--- config.mk ---
export PLATFORM = sky130hd
export DESIGN_NAME = upd78xx_useq
export DESIGN_NICKNAME = d
export VERILOG_FILES = /design/src/rtl/upd78xx_pkg.sv /design/src/rtl/upd78xx_ustack.sv /design/src/rtl/upd78xx_useq.sv
export SDC_FILE = /design/constraint.sdc
export NUM_CORES = 1
export LEC_CHECK = 0
export ABC_CLOCK_PERIOD_IN_PS = 4700
export CAP_MARGIN = 40
export CELL_PAD_IN_SITES_DETAIL_PLACEMENT = 0
export CELL_PAD_IN_SITES_GLOBAL_PLACEMENT = 1
export CORE_MARGIN = 2
export CORE_UTILIZATION = 37
export DETAILED_ROUTE_END_ITERATION = 12
export PLACE_DENSITY_LB_ADDON = 0.1
export SLEW_MARGIN = 20
export SYNTH_ARGS = -nofsm -noshare
export SYNTH_HDL_FRONTEND = slang
export SYNTH_SLANG_ARGS = --single-unit
--- constraint.sdc ---
create_clock -name CLK -period 4.7 [get_ports CLK]
set_clock_uncertainty 0.15 [all_clocks]
set_input_delay 0.705 -clock CLK [delete_from_list [all_inputs] [get_ports CLK]]
set_output_delay 0.705 -clock CLK [all_outputs]
set_load 0.005 [all_outputs]
--- src/rtl/upd78xx_pkg.sv ---
`default_nettype none
// ============================================================================
// Module   : upd78xx_pkg
// Purpose  : Shared types and constants for the uPD78xx microcode sequencer
//            (branch-mode encoding, default fetch vector, sizing helpers).
// Revision : 1.0  initial release
// ============================================================================
package upd78xx_pkg;

   // Branch mode carried in each microword
   typedef enum logic [2:0] {
      BM_ADV   = 3'd0,   // sequential advance
      BM_DA    = 3'd1,   // direct address from NUA
      BM_AT    = 3'd2,   // opcode dispatch address
      BM_CJ    = 3'd3,   // conditional jump to NUA
      BM_CALL  = 3'd4,   // push return address, jump to NUA
      BM_RET   = 3'd5,   // pop return address
      BM_HOLD  = 3'd6,   // stay on current microword
      BM_FETCH = 3'd7    // back to opcode fetch entry
   } e_ubm;

   // Default microcode address width and opcode-fetch entry point
   localparam int UADDR_W_DEFAULT  = 6;
   localparam int FETCH_UA_DEFAULT = 0;

   // Microcode address type for the default-width core
   typedef logic [UADDR_W_DEFAULT-1:0] e_uaddr;

   // Width of a counter able to hold 0..depth
   function automatic int f_sp_w(input int depth);
      return $clog2(depth + 1);
   endfunction

endpackage : upd78xx_pkg
`default_nettype wire

--- src/rtl/upd78xx_ustack.sv ---
`default_nettype none
// ============================================================================
// Module   : upd78xx_ustack
// Purpose  : Parametrised LIFO holding microcode return addresses. Entry
//            o_sp-1 is the top; a push writes entry o_sp. Pushes when full
//            and pops when empty are ignored (the caller flags the error).
// Revision : 1.0  initial release
// ============================================================================
module upd78xx_ustack
   import upd78xx_pkg::*;
#(
   parameter int DEPTH = 2,
   parameter int W     = 6
)(
   input  logic                         CLK,
   input  logic                         RESETB,
   input  logic                         i_push,
   input  logic                         i_pop,
   input  logic                         i_flush,
   input  logic [W-1:0]                 i_data,
   output logic [W-1:0]                 o_top,
   output logic [$clog2(DEPTH+1)-1:0]   o_sp,
   output logic                         o_full,
   output logic                         o_empty
);

   localparam int SPW   = f_sp_w(DEPTH);
   // Storage is rounded up to a power of two so the slot index is exactly
   // IDXW bits wide; the extra slots are never addressed.
   localparam int IDXW  = (DEPTH > 1) ? $clog2(DEPTH) : 1;
   localparam int NSLOT = 1 << IDXW;

   logic [SPW-1:0]  r_sp;
   logic [W-1:0]    r_mem [NSLOT];
   logic [IDXW-1:0] w_wr_idx;
   logic [IDXW-1:0] w_rd_idx;
   logic            w_do_push;
   logic            w_do_pop;

   // Slot addressing and guarded push/pop qualifiers
   always_comb begin
      w_wr_idx  = IDXW'(r_sp);
      w_rd_idx  = IDXW'(r_sp - SPW'(1));
      o_full    = (r_sp == SPW'(DEPTH));
      o_empty   = (r_sp == '0);
      w_do_push = i_push & ~o_full & ~i_flush;
      w_do_pop  = i_pop & ~o_empty & ~i_flush;
   end

   // Occupancy counter; flush empties the stack in one cycle
   always_ff @(posedge CLK or negedge RESETB) begin
      if (!RESETB) begin
         r_sp <= '0;
      end else if (i_flush) begin
         r_sp <= '0;
      end else if (w_do_push) begin
         r_sp <= r_sp + SPW'(1);
      end else if (w_do_pop) begin
         r_sp <= r_sp - SPW'(1);
      end
   end

   // Return-address storage; contents are don't-care after reset
   always_ff @(posedge CLK) begin
      if (w_do_push) begin
         r_mem[w_wr_idx] <= i_data;
      end
   end

   assign o_top = r_mem[w_rd_idx];
   assign o_sp  = r_sp;

endmodule : upd78xx_ustack
`default_nettype wire

--- src/rtl/upd78xx_useq.sv ---
`default_nettype none
// ============================================================================
// Module   : upd78xx_useq
// Purpose  : Microcode sequencer for the uPD78xx core. Produces the next
//            microcode address (advance, direct, dispatch, conditional jump,
//            call/return, hold, fetch) with wait stalling, abort re-vectoring
//            and sticky stack overflow/underflow flags.
// Revision : 1.0  initial release
// ============================================================================
module upd78xx_useq
   import upd78xx_pkg::*;
#(
   parameter int UADDR_W     = UADDR_W_DEFAULT,
   parameter int STACK_DEPTH = 2,
   parameter int NCOND       = 8,
   parameter int FETCH_UA    = FETCH_UA_DEFAULT
)(
   input  logic                               CLK,
   input  logic                               RESETB,
   input  logic                               CP2_POSEDGE,
   input  logic                               WAIT,
   input  logic                               ABORT,
   input  logic [2:0]                         BM,
   input  logic [UADDR_W-1:0]                 NUA,
   input  logic [UADDR_W-1:0]                 AT,
   input  logic [NCOND-1:0]                   COND,
   input  logic [$clog2(NCOND)-1:0]           CSEL,
   input  logic                               CPOL,
   output logic [UADDR_W-1:0]                 UPTR,
   output logic [UADDR_W-1:0]                 UPTR_NEXT,
   output logic [$clog2(STACK_DEPTH+1)-1:0]   SP,
   output logic                               ERR_OVF,
   output logic                               ERR_UNF,
   input  logic                               ERR_CLR
);

   localparam int SPW = $clog2(STACK_DEPTH + 1);
   localparam int CSW = $clog2(NCOND);
   // Condition vector padded to the full CSEL range: selects at or beyond
   // NCOND land on zero-filled bits and therefore read as 0.
   localparam int NCP = 1 << CSW;
   localparam logic [UADDR_W-1:0] c_fetch = UADDR_W'(FETCH_UA);

   logic [UADDR_W-1:0] r_uptr;
   logic               r_ovf;
   logic               r_unf;

   e_ubm               w_bm;
   logic [UADDR_W-1:0] w_inc;
   logic [UADDR_W-1:0] w_next;
   logic [NCP-1:0]     w_cond_pad;
   logic               w_cond;
   logic               w_cj_taken;
   logic               w_push;
   logic               w_pop;
   logic               w_set_ovf;
   logic               w_set_unf;
   logic               w_advance;
   logic               w_stk_push;
   logic               w_stk_pop;
   logic               w_stk_flush;
   logic [UADDR_W-1:0] w_top;
   logic [SPW-1:0]     w_sp;
   logic               w_full;
   logic               w_empty;

   // Branch decode helpers: increment wraps silently, condition selection
   always_comb begin
      w_bm       = e_ubm'(BM);
      w_inc      = r_uptr + UADDR_W'(1);
      w_cond_pad = NCP'(COND);
      w_cond     = w_cond_pad[CSEL];
      w_cj_taken = (w_cond == CPOL);
   end

   // Next-address selection and stack/error requests for the current microword
   always_comb begin
      w_next    = r_uptr;
      w_push    = 1'b0;
      w_pop     = 1'b0;
      w_set_ovf = 1'b0;
      w_set_unf = 1'b0;
      if (ABORT) begin
         w_next = c_fetch;
      end else if (!WAIT) begin
         case (w_bm)
            BM_ADV:   w_next = w_inc;
            BM_DA:    w_next = NUA;
            BM_AT:    w_next = AT;
            BM_CJ:    w_next = w_cj_taken ? NUA : w_inc;
            BM_CALL: begin
               // A full stack still takes the jump; only the return is lost
               w_next = NUA;
               if (w_full) begin
                  w_set_ovf = 1'b1;
               end else begin
                  w_push = 1'b1;
               end
            end
            BM_RET: begin
               // Returning with nothing stacked falls back to opcode fetch
               if (w_empty) begin
                  w_next    = c_fetch;
                  w_set_unf = 1'b1;
               end else begin
                  w_next = w_top;
                  w_pop  = 1'b1;
               end
            end
            BM_HOLD:  w_next = r_uptr;
            BM_FETCH: w_next = c_fetch;
            default:  w_next = c_fetch;
         endcase
      end
   end

   // Stack operations only take effect on an advance strobe
   always_comb begin
      w_advance   = CP2_POSEDGE & ~ABORT & ~WAIT;
      w_stk_push  = CP2_POSEDGE & w_push;
      w_stk_pop   = CP2_POSEDGE & w_pop;
      w_stk_flush = CP2_POSEDGE & ABORT;
   end

   upd78xx_ustack #(
      .DEPTH (STACK_DEPTH),
      .W     (UADDR_W)
   ) u_stack (
      .CLK     (CLK),
      .RESETB  (RESETB),
      .i_push  (w_stk_push),
      .i_pop   (w_stk_pop),
      .i_flush (w_stk_flush),
      .i_data  (w_inc),
      .o_top   (w_top),
      .o_sp    (w_sp),
      .o_full  (w_full),
      .o_empty (w_empty)
   );

   // Microcode address register; abort/wait are already folded into w_next
   always_ff @(posedge CLK or negedge RESETB) begin
      if (!RESETB) begin
         r_uptr <= c_fetch;
      end else if (CP2_POSEDGE) begin
         r_uptr <= w_next;
      end
   end

   // Sticky error flags; a new error on the clearing strobe keeps the flag set
   always_ff @(posedge CLK or negedge RESETB) begin
      if (!RESETB) begin
         r_ovf <= 1'b0;
         r_unf <= 1'b0;
      end else if (w_advance) begin
         r_ovf <= w_set_ovf | (r_ovf & ~ERR_CLR);
         r_unf <= w_set_unf | (r_unf & ~ERR_CLR);
      end
   end

   assign UPTR      = r_uptr;
   assign UPTR_NEXT = w_next;
   assign SP        = w_sp;
   assign ERR_OVF   = r_ovf;
   assign ERR_UNF   = r_unf;

endmodule : upd78xx_useq
`default_nettype wire
==> results of run 1 <==
[synthesized netlist by cell type (2+ instances only)]
master	number
sky130_fd_sc_hd__o21ai_1	2
sky130_fd_sc_hd__nand3b_1	2
sky130_fd_sc_hd__nor2b_1	8
sky130_fd_sc_hd__xnor2_1	5
sky130_fd_sc_hd__or3_1	3
sky130_fd_sc_hd__a32o_1	4
sky130_fd_sc_hd__nand2b_1	4
sky130_fd_sc_hd__a221oi_1	2
sky130_fd_sc_hd__o21ai_0	9
sky130_fd_sc_hd__a221o_1	2
sky130_fd_sc_hd__nand3_1	7
sky130_fd_sc_hd__a22oi_1	2
sky130_fd_sc_hd__inv_1	10
sky130_fd_sc_hd__and3_1	2
sky130_fd_sc_hd__dfrtp_1	10
sky130_fd_sc_hd__nor2_1	16
sky130_fd_sc_hd__edfxtp_1	12
sky130_fd_sc_hd__buf_2	5
sky130_fd_sc_hd__nand2_1	14
sky130_fd_sc_hd__a21oi_1	13
sky130_fd_sc_hd__nor3_1	3
sky130_fd_sc_hd__a31oi_1	2
sky130_fd_sc_hd__ha_1	3
sky130_fd_sc_hd__mux2i_1	9
sky130_fd_sc_hd__o221ai_1	3
[metrics by stage]
step	cells	area [µm²]	total power [mW]	hold slack, ps
4_1_cts	278	2230	0.628	367
3_5_place_dp	274	2160	0.449	327
2_1_floorplan	178	1630	0.352	259
5_1_grt	278	2230	0.658	397
6_report	278	2230	0.628	359
3_3_place_gp	274	2160	0.447	338
[kinds of logic after synthesis]
group | count (synthesis) | synth area share
simple gates | 66 | 0.210
xor+xnor | 6 | 0.0323
fa+ha+maj | 3 | 0.0231
compound gates | 54 | 0.249
buf+inv | 17 | 0.0454
flops | 22 | 0.376
mux | 10 | 0.0647
[how the worst max path moves through the flow]
stage	slack, ps	start	end
3_3_place_gp	630	CSEL[0]	UPTR_NEXT[0]
3_5_place_dp	630	CSEL[0]	UPTR_NEXT[0]
2_1_floorplan	1880	BM[2]	UPTR_NEXT[2]
6_report	580	CSEL[0]	UPTR_NEXT[0]
4_1_cts	620	CSEL[0]	UPTR_NEXT[0]
5_1_grt	420	BM[2]	UPTR_NEXT[2]
[critical path, stage by stage]
cell and delay (ps):
sky130_fd_sc_hd__clkdlybuf4s50_1 590, sky130_fd_sc_hd__mux2_4 330, sky130_fd_sc_hd__a2bb2oi_2 160, sky130_fd_sc_hd__a21bo_2 220
sky130_fd_sc_hd__a21o_1 150, sky130_fd_sc_hd__a21oi_1 300, sky130_fd_sc_hd__o21ai_1 130, sky130_fd_sc_hd__a21oi_1 130
sky130_fd_sc_hd__clkdlybuf4s50_1 530
[where the power goes]
part | internal [mW] | total, mW | leakage (nW) | switching (mW)
Combinational | 0.110 | 0.205 | 0.568 | 0.0951
Sequential | 0.220 | 0.241 | 0.243 | 0.0209
Clock | 0.114 | 0.182 | 0.0357 | 0.0678
Total | 0.444 | 0.628 | 0.846 | 0.184
[area by class of cell]
| type | instances | area, µm² | area share |
|---|---|---|---|
| Clock inverter | 1 | 30.0 | 0.0135 |
| Tap cell | 52 | 65.1 | 0.0292 |
| Timing Repair Buffer | 51 | 503 | 0.226 |
| Clock buffer | 3 | 41.3 | 0.0185 |
| Sequential cell | 22 | 611 | 0.274 |
| Multi-Input combinational cell | 139 | 941 | 0.422 |
| Inverter | 10 | 37.5 | 0.0168 |
[per-layer routing]
metal | up-vias | track usage | part of all wire
met3 | 6 | 0.0375 | 0.056
met4 | 0 | 0.0556 | 0.015
met5 | - | 0 | 0
met2 | 46 | 0.355 | 0.50
li1 | 754 | - | -
met1 | 773 | 0.267 | 0.43
[registers in the layout (all words and copies together), names as in the netlist]
register,count
u_stack.r_mem,12
UPTR,6
ERR_OVF,1
ERR_UNF,1
u_stack.o_sp,2
==> qor_table.md, run 1 <==
| Step | Quantity | This run |
|---|---|---|
| cells and area | Final core occ | 0.519 |
| hold path | Worst Hold Class | reg -> reg |
| route | Mean routed wirelength per cell | 17.9 µm |
| synth | Post-synthesis sequential area ratio | 0.376 |
| timing | Slew headroom | 0.590 |
| route | Final antenna-violating net count | 0 |
| route | Iteration-0 DRC count of the detailed router | 97 |
| global routing | Maximum number of pins on one net before global-route repair | 15 |
| timing | Achievable clock frequency | 243 MHz |
| hold path | Hold path depth | 1 |
| critical path | Reg-to-Reg End | UPTR[1] |
| critical path | Data required, critical path | 3850 ps |
| timing | Final worst path period need | 4120 ps |
| clock tree | Clock latency reported for the late side of the worst-skew pair | 260 ps |
| synth | Synthesized cell area | 1630 µm² |
| floorplanning | Die height | 70.3 µm |
| cells and area | # nets final | 263 |
| route | Pre-Repair DR Iteration Count | 4 |
| hold path | Worst Min Path Start | ERR_OVF |
| synth | Post-synth net total | 214 |
| critical path | CP endpoint kind | primary output |
| clock tree | Post-CTS setup buffer count | 0 |
| critical path | RR Startpoint | u_stack.o_sp[0] |
| route | Total Wirelength | 4.98 mm |
| synth | Post-synthesis area per instance | 9.13 µm² |
| cells and area | Antenna fix cells | 0 |
| timing | Final number of max-transition violations | 0 |
| critical path | Max Fanout on Critical Path | 5 |
| clock tree | Clk buf depth | 2 |
| floorplanning | Width of the die | 70.3 µm |
| floorplanning | Num rows | 24 |
| cells and area | Share of cells above drive strength 1 | 0.0841 |
| critical path | Count of cells along the worst register-to-register path | 9 |
| synth | Number of synthesized flops with an enable pin | 12 |
| power | VDD IR max | 0.158 mV |
| global routing | GRT Util Overall | 0.207 |
| route | Drc violations | 0 |
| placement | Global placer's final weighted congestion | 0.922 |
| synth | Largest area contributor in the synthesized netlist | sky130_fd_sc_hd__edfxtp_1 |
| timing | Post-route clock period utilization | 0.877 |
| critical path | Critical path arrival | 3270 ps |
| synth | Asr flop ratio synth | 0.455 |
| floorplanning | Area inside the core boundary | 4290 µm² |
| cells and area | Fill cell count | 401 |
| global routing | Number of global-route vias before repair | 1659 |
| global routing | Global route total overflow | 0 |
| timing | Accumulated negative setup slack | 0 ps |
| clock tree | Resized Gates After CTS | 0 |
| synth | Number of distinct library cells after synthesis | 51 |
| critical path | Startpoint-to-endpoint class of the critical path | in -> out |
| clock tree | Post-cts hold buffer count | 0 |
| timing | Post-route worst setup slack | 580 ps |
| outcome | Outcome | finished, final reports clean |
| cells and area | Leading cell types in the layout, fill and taps excluded | 48 x sky130_fd_sc_hd__clkdlybuf4s50_1, 16 x sky130_fd_sc_hd__nor2_1, 14 x sky130_fd_sc_hd__nand2_1, 13 x sky130_fd_sc_hd__a21oi_1, 12 x sky130_fd_sc_hd__edfxtp_1 |
| critical path | Kind of launch point of the worst setup path | primary input |
| power | Leakage power total | 0.846 nW |
| route | Total number of vias | 1579 |
| placement | Detailed placement HPWL | 3.94 mm |
| synth | Share of Yosys cell area claimed by the top area cell type | 0.222 |
| timing | Slew at the pin closest to its max-slew limit | 609 ps |
| global routing | First-pass GRT wire length | 8.09 mm |
| timing | Final setup violation count | 0 |
| critical path | FF-to-FF setup slack | 2230 ps |
| clock tree | Inserted Clock Buffers | 3 |
| clock tree | CTS tree | done |
| placement | Minimum setup slack after placement | 626 ps |
| clock tree | CTS Root Buffer Type | sky130_fd_sc_hd__clkbuf_8 |
| timing | RSZ-0062 raised after global routing | no |
| floorplanning | Number of ports placed on the die boundary | 49 |
| placement | Count of buffers from port buffering | 48 |
| floorplanning | DIE AREA | 4940 µm² |
| synth | Cells after synthesis | 178 |
| synth | Synth Flop Type | sky130_fd_sc_hd__edfxtp_1 |
| synth | Top area cells in the synthesized netlist | sky130_fd_sc_hd__edfxtp_1 22%, sky130_fd_sc_hd__dfrtp_1 15%, sky130_fd_sc_hd__mux2i_1 5.5% |
| floorplanning | Effective utilization at floorplan | 0.378 |
| synth | Number of warnings reported in the yosys synthesis log | 0 |
| clock tree | Clock edge transition at the registers on the reported setup and hold paths | 90 ps |
| power | Total power density per cell area | 282 nW/µm² |
| cells and area | Synthesis-to-layout area growth | 37.1% |
| route | Number of vias per cell | 5.68 |
| cells and area | Most common library cell in the layout ignoring fill and taps | sky130_fd_sc_hd__clkdlybuf4s50_1 |
| hold path | Hold-critical path endpoint | ERR_OVF |
| synth | Flop and latch count out of synthesis | 22 |
| timing | Final hold vios | 0 |
| clock tree | CTS H-tree lvls | 1 |
| run | Total of max-cap violations | 0 |
| clock tree | Sink Count | 22 |
| global routing | Number of antenna violations at the first check in global routing | 0 |
No activity file was read; power rests on OpenSTA's default activity.
==> run 2: changes to the inputs <==
Settings changed: HOLD_SLACK_MARGIN from default to 0.08.
==> results of run 2 <==
Same layout as run 1: the final DEF is identical, and so are final timing and power.
